===== src/rtl/spell_shift_port.sv =====
// spell_shift_port: serial host port that dumps a core register out over a
// strobe-clocked shift register, or loads a byte from the host and writes it
// into a core register while the CPU is halted. Every host pin is
// asynchronous and passes through a synchroniser. Strobe rises are detected
// as edges, so a strobe that is held high counts only once.
module spell_shift_port #(
  parameter int SYNC_STAGES = 2
) (
  input  logic       clk,
  input  logic       rst,
  input  logic       i_load,
  input  logic       i_dump,
  input  logic       i_shift_in,
  input  logic [1:0] i_reg_sel,
  input  logic       cpu_halted,
  input  logic [7:0] reg_rdata,
  output logic [1:0] reg_addr,
  output logic [7:0] reg_wdata,
  output logic       reg_we,
  output logic       o_shift_out,
  output logic       o_busy,
  output logic       o_err
);

  // Anything shorter than two stages is not a real synchroniser, so the
  // depth is clamped at two.
  localparam int STG = (SYNC_STAGES < 2) ? 2 : SYNC_STAGES;

  // The frame direction is fixed by the first strobe of a frame.
  typedef enum logic {
    MODE_LOAD = 1'b0,
    MODE_DUMP = 1'b1
  } mode_e;

  // ---------------------------------------------------------------------
  // Input synchronisers, one chain per asynchronous pin
  // ---------------------------------------------------------------------
  logic [STG-1:0] load_sync_r;
  logic [STG-1:0] dump_sync_r;
  logic [STG-1:0] sin_sync_r;
  logic [STG-1:0] sel0_sync_r;
  logic [STG-1:0] sel1_sync_r;

  // Shift every asynchronous host pin through its own synchroniser chain.
  always_ff @(posedge clk or posedge rst) begin
    if (rst) begin
      load_sync_r <= '0;
      dump_sync_r <= '0;
      sin_sync_r  <= '0;
      sel0_sync_r <= '0;
      sel1_sync_r <= '0;
    end else begin
      load_sync_r <= {load_sync_r[STG-2:0], i_load};
      dump_sync_r <= {dump_sync_r[STG-2:0], i_dump};
      sin_sync_r  <= {sin_sync_r[STG-2:0], i_shift_in};
      sel0_sync_r <= {sel0_sync_r[STG-2:0], i_reg_sel[0]};
      sel1_sync_r <= {sel1_sync_r[STG-2:0], i_reg_sel[1]};
    end
  end

  logic       load_s;
  logic       dump_s;
  logic       sin_s;
  logic [1:0] sel_s;

  assign load_s = load_sync_r[STG-1];
  assign dump_s = dump_sync_r[STG-1];
  assign sin_s  = sin_sync_r[STG-1];
  assign sel_s  = {sel1_sync_r[STG-1], sel0_sync_r[STG-1]};

  // ---------------------------------------------------------------------
  // Strobe edge detection
  // ---------------------------------------------------------------------
  logic load_prev_r;
  logic dump_prev_r;

  // Remember the previous synchronised strobe level for rise detection.
  // The flops clear on reset, so a strobe that is already high when reset
  // is released is seen as a fresh rise.
  always_ff @(posedge clk or posedge rst) begin
    if (rst) begin
      load_prev_r <= 1'b0;
      dump_prev_r <= 1'b0;
    end else begin
      load_prev_r <= load_s;
      dump_prev_r <= dump_s;
    end
  end

  logic load_rise_s;
  logic dump_rise_s;

  assign load_rise_s = load_s & ~load_prev_r;
  assign dump_rise_s = dump_s & ~dump_prev_r;

  // ---------------------------------------------------------------------
  // Frame state
  // ---------------------------------------------------------------------
  logic [7:0] shreg_r;
  logic [2:0] cnt_r;
  mode_e      mode_r;
  logic [1:0] sel_q_r;
  logic       we_r;
  logic       err_r;
  logic       busy_r;

  logic [7:0] shreg_nx_s;
  logic [2:0] cnt_nx_s;
  mode_e      mode_nx_s;
  logic [1:0] sel_q_nx_s;
  logic       we_nx_s;
  logic       err_nx_s;

  logic       frame_idle_s;
  logic       same_kind_s;

  assign frame_idle_s = (cnt_r == 3'd0);
  // A rise continues the open frame only when it has the same direction.
  assign same_kind_s  = ((mode_r == MODE_DUMP) == dump_rise_s);

  // Decide the next frame state from the strobe rises seen this cycle.
  always_comb begin
    shreg_nx_s = shreg_r;
    cnt_nx_s   = cnt_r;
    mode_nx_s  = mode_r;
    sel_q_nx_s = sel_q_r;
    we_nx_s    = 1'b0;
    err_nx_s   = err_r;

    if (load_rise_s && dump_rise_s) begin
      // Both strobes at once is ambiguous: flag it and drop any frame.
      err_nx_s = 1'b1;
      cnt_nx_s = 3'd0;
    end else if (load_rise_s || dump_rise_s) begin
      if (frame_idle_s) begin
        // Frame start: capture the target register and the direction.
        sel_q_nx_s = sel_s;
        mode_nx_s  = dump_rise_s ? MODE_DUMP : MODE_LOAD;
        err_nx_s   = 1'b0;
        cnt_nx_s   = 3'd1;
        if (dump_rise_s) begin
          shreg_nx_s = reg_rdata;
        end else begin
          shreg_nx_s = {shreg_r[6:0], sin_s};
        end
      end else if (same_kind_s) begin
        cnt_nx_s = cnt_r + 3'd1;
        if (dump_rise_s) begin
          shreg_nx_s = {shreg_r[6:0], 1'b0};
        end else begin
          shreg_nx_s = {shreg_r[6:0], sin_s};
          if (cnt_r == 3'd7) begin
            // Eighth load bit: commit only while the core is stopped.
            if (cpu_halted) begin
              we_nx_s = 1'b1;
            end else begin
              err_nx_s = 1'b1;
            end
          end else begin
            we_nx_s = 1'b0;
          end
        end
      end else begin
        // A rise of the opposite direction aborts the frame.
        cnt_nx_s = 3'd0;
        err_nx_s = 1'b1;
      end
    end else begin
      we_nx_s = 1'b0;
    end
  end

  // Register the frame state and the registered outputs.
  always_ff @(posedge clk or posedge rst) begin
    if (rst) begin
      shreg_r <= 8'h00;
      cnt_r   <= 3'd0;
      mode_r  <= MODE_LOAD;
      sel_q_r <= 2'd0;
      we_r    <= 1'b0;
      err_r   <= 1'b0;
      busy_r  <= 1'b0;
    end else begin
      shreg_r <= shreg_nx_s;
      cnt_r   <= cnt_nx_s;
      mode_r  <= mode_nx_s;
      sel_q_r <= sel_q_nx_s;
      we_r    <= we_nx_s;
      err_r   <= err_nx_s;
      busy_r  <= (cnt_nx_s != 3'd0) | we_nx_s;
    end
  end

  // ---------------------------------------------------------------------
  // Outputs
  // ---------------------------------------------------------------------
  // While idle, the address follows the live select so that the core read
  // data is already valid at the first dump rise. During a frame, and in
  // the write cycle that ends it (cnt has wrapped to 0 by then), the
  // address holds the latched select.
  assign reg_addr    = (frame_idle_s && !we_r) ? sel_s : sel_q_r;
  assign reg_wdata   = shreg_r;
  assign reg_we      = we_r;
  assign o_shift_out = shreg_r[7];
  assign o_busy      = busy_r;
  assign o_err       = err_r;

endmodule


===== config.mk =====
export PLATFORM = sky130hd
export DESIGN_NAME = spell_shift_port
export DESIGN_NICKNAME = d
export VERILOG_FILES = /design/src/rtl/spell_shift_port.sv
export SDC_FILE = /design/constraint.sdc
export NUM_CORES = 1
export LEC_CHECK = 0
export CAP_MARGIN = 25
export CORE_MARGIN = 10
export CORE_UTILIZATION = 40
export DETAILED_ROUTE_END_ITERATION = 7
export PLACE_DENSITY = 0.79
export SLEW_MARGIN = 20
export SYNTH_ARGS = -nofsm -noshare
export SYNTH_HDL_FRONTEND = slang
export SYNTH_SLANG_ARGS = --single-unit

===== constraint.sdc =====
create_clock -name clk -period 3.81 [get_ports clk]
set_clock_uncertainty 0.1 [all_clocks]
set_input_delay 0.762 -clock clk [delete_from_list [all_inputs] [get_ports clk]]
set_output_delay 0.762 -clock clk [all_outputs]
set_load 0.02 [all_outputs]

==> results.md <==
| Result | Value |
| --- | --- |
| Run status | finished, final reports clean |
| Yosys warning total | 0 |
| IO Port Bufs | 29 |
| Worst Setup Slack, final | 584.4 ps |
| Period minus WS final | 3226 ps |
| Worst Reg2Reg Path Length in Cells | 6 |
| TritonCTS clock tree | yes |
| Setup total negative slack | 0 ps |
| Half-perimeter wire length of the detailed placement result | 1963 um |
| Dominant cells by area after synthesis | sky130_fd_sc_hd__dfrtp_1 58%, sky130_fd_sc_hd__mux2i_1 5.6%, sky130_fd_sc_hd__nor2_1 4.2% |
| Placed insts | 162 |
| Global-route wire length before repair | 4181 um |
| Total Nets Final | 155 |
| Area inside the core boundary | 3003 um^2 |
| Num CTS Buffers | 5 |
| Launch point of the worst hold path | load_sync_r[0] |
| Leakage Power | 0.6739 nW |
| Gpl congestion | 0.8986 |
| Number of I/O pins | 30 |
| Total track usage | 9.670% |
| Global route total overflow | 0 |
| Layout overhead on the synthesized area | 29.28% |
| Critical path data arrival time | 2360 ps |
| Count of clock tree sinks | 29 |
| Power density over the cells | 693.1 nW/um^2 |
| IR drop worst, VDD | 299.0 uV |
| Instance area after placement | 1553 um^2 |
| Number of setup buffers added after CTS | 0 |
| Nature of the critical path startpoint | flip-flop |
| Fmax | 0.3100 GHz |
| Drt initial violations | 60 |
| Number of synthesized register bits | 29 |
| Wire length reported by the detailed router | 2540 um |
| Cell accounting for the most synthesized area | sky130_fd_sc_hd__dfrtp_1 |
| Number of synthesized flops with an enable pin | 0 |
| Sum of internal, switching and leakage power | 1.114 mW |
| Most common cell in the synthesized netlist | sky130_fd_sc_hd__dfrtp_1 |
| Antenna violations before repair | 0 |
| Via Count | 889 |
| Clock-pin slew on the worst setup and hold paths | 90 ps |
| Number of setup violations in the final report | 0 |
| Antenna diode count | 0 |
| Maximum number of buffers from clock root to sink | 2 |
| Number of max-slew violations in the final report | 0 |
| Utilization after layout | 53.54% |
| Effective utilization at floorplan | 41.42% |
| Setup crit end kind | output port |
| Root buffer selected by CTS | sky130_fd_sc_hd__clkbuf_4 |
| Start-to-end type of the worst setup path | flip-flop to output port |
| Iteration count of the initial detailed-routing pass | 4 |
| Number of hold violations in the final report | 0 |
| Worst endpoint required time | 2950 ps |
| Final cell count without fillers | 170 |
| Setup repair after global routing missed its margin | false |
| Minimum setup slack after placement | 942.0 ps |
| Type of the tightest min-delay check | flip-flop to flip-flop |
| Crit share post-route | 84.66% |
| Synth Net Count | 123 |
| Floorplan die width | 75.76 um |
| R2R setup slack | 1710 ps |
| Endpoint of the worst hold-timing path | load_sync_r[1] |
| Critical Path Source | cnt_r[0] |
| Endpoint of the worst-slack reg-to-reg timing path | o_busy |
| Number of buffers added to fix hold violations after cts | 0 |
| Number of levels in the clock H-tree | 2 |
| Area enclosed by the die boundary | 5740 um^2 |
| Hold Crit Depth | 0 |
| Most numerous cell types in the synthesized netlist | 29 x sky130_fd_sc_hd__dfrtp_1, 14 x sky130_fd_sc_hd__nor2_1, 9 x sky130_fd_sc_hd__a21oi_1 |
| Part of the Yosys area used for sequential elements | 58.35% |
| Worst slew margin | 54.57% |
| Post-DRT Antenna Nets | 0 |
| Synth top area share | 58.35% |
| Drt drc | 0 |
| Syn Area/Cell | 11.96 um^2 |
| Transition time at the pin with the least slew margin | 681.4 ps |
| Post-synthesis instance total | 104 |
| CP max FO | 7 |
| Crit Reg-Reg Startpoint | cnt_r[0] |
| Minimum hold slack | 249.0 ps |
| Largest net degree at the start of global routing | 30 |
| Post-synthesis cell type count | 33 |
| Quantity of gates resized following cts | 0 |
| Average wire per standard cell | 14.94 um |
| Die Ht | 75.76 um |
| Via density | 5.229 |
| Synth Cell Area | 1244 um^2 |
| Share of flip-flops with an asynchronous set or reset | 100.0% |
| Final design area excluding fillers | 1608 um^2 |
| Maximum Capacitance Violations | 0 |
| Floorplan row count | 20 |
| Clock Latency Late Sink | 320 ps |
| Main flop type after synthesis | sky130_fd_sc_hd__dfrtp_1 |
| Share of layout cells above drive strength 1 | 16.79% |
| Via count of the first global-routing pass | 948 |
how the worst max path moves through the flow:
stage             endpoint  cells past startpoint
3_5_place_dp   reg_addr[0]                      6
6_report       reg_addr[0]                      6
3_3_place_gp   reg_addr[0]                      6
4_1_cts        reg_addr[0]                      6
5_1_grt        reg_addr[1]                      6
2_1_floorplan  reg_addr[0]                      6
layout by cell type (no fill, tap or decap), types with 2 or more instances in the layout:
master,instances
sky130_fd_sc_hd__ha_1,3
sky130_fd_sc_hd__inv_1,3
sky130_fd_sc_hd__nor2_1,14
sky130_fd_sc_hd__dfrtp_1,29
sky130_fd_sc_hd__clkinv_2,2
sky130_fd_sc_hd__nand2_1,2
sky130_fd_sc_hd__a21oi_1,9
sky130_fd_sc_hd__and2b_4,2
sky130_fd_sc_hd__nand4_1,2
sky130_fd_sc_hd__mux2_2,4
sky130_fd_sc_hd__o21ai_0,4
sky130_fd_sc_hd__clkbuf_4,5
sky130_fd_sc_hd__mux2i_1,7
sky130_fd_sc_hd__nand2b_1,2
sky130_fd_sc_hd__clkdlybuf4s50_1,29
power breakdown:
group / leakage (nW) / internal [mW] / total [mW] / switching [mW]
combinational: 0.310 / 0.234 / 0.485 / 0.251
sequential: 0.333 / 0.388 / 0.453 / 0.0646
clock: 0.0310 / 0.0694 / 0.177 / 0.107
total: 0.674 / 0.692 / 1.11 / 0.423
routing by layer:
metal	wire length, um	GRT usage (%)
met2	1402	17.64
met3	76	3.646
met4	52	4.948
met5	0	0
met1	1009	9.232
critical path, stage by stage (launching register included):
cell and delay (ps):
sky130_fd_sc_hd__dfrtp_1 390, sky130_fd_sc_hd__inv_1 120, sky130_fd_sc_hd__ha_1 210, sky130_fd_sc_hd__nand2b_1 210
sky130_fd_sc_hd__nor2_1 220, sky130_fd_sc_hd__mux2_2 350, sky130_fd_sc_hd__clkdlybuf4s50_1 540
cell type report:
cell class | instances | area, um^2
fill | 260 | 1395
sequential | 29 | 725.7
multi-input combinational | 67 | 480.5
timing repair buffer | 29 | 290.3
tap | 33 | 41.29
clock buffer | 5 | 37.54
clock inverter | 3 | 17.52
inverter | 4 | 15.01
flip-flops by register name (all words and copies together) (netlist names), 2 cells and up:
signal / flops
load_sync_r: 2
sel1_sync_r: 2
sel_q_r: 2
cnt_r: 3
sin_sync_r: 2
reg_wdata: 8
dump_sync_r: 2
sel0_sync_r: 2
kinds of logic (layout without fill, tap and decap cells):
group / count (synthesis) / in the layout / synth area share, %
compound gates: 22 / 22 / 11.77
xor+xnor: 1 / 1 / 0.7044
fa+ha+maj: 3 / 3 / 3.018
buf+inv: 8 / 41 / 3.018
flops: 29 / 29 / 58.35
mux: 11 / 11 / 9.256
simple gates: 30 / 30 / 13.88
Note: power is estimated with default switching activity, not from simulation.
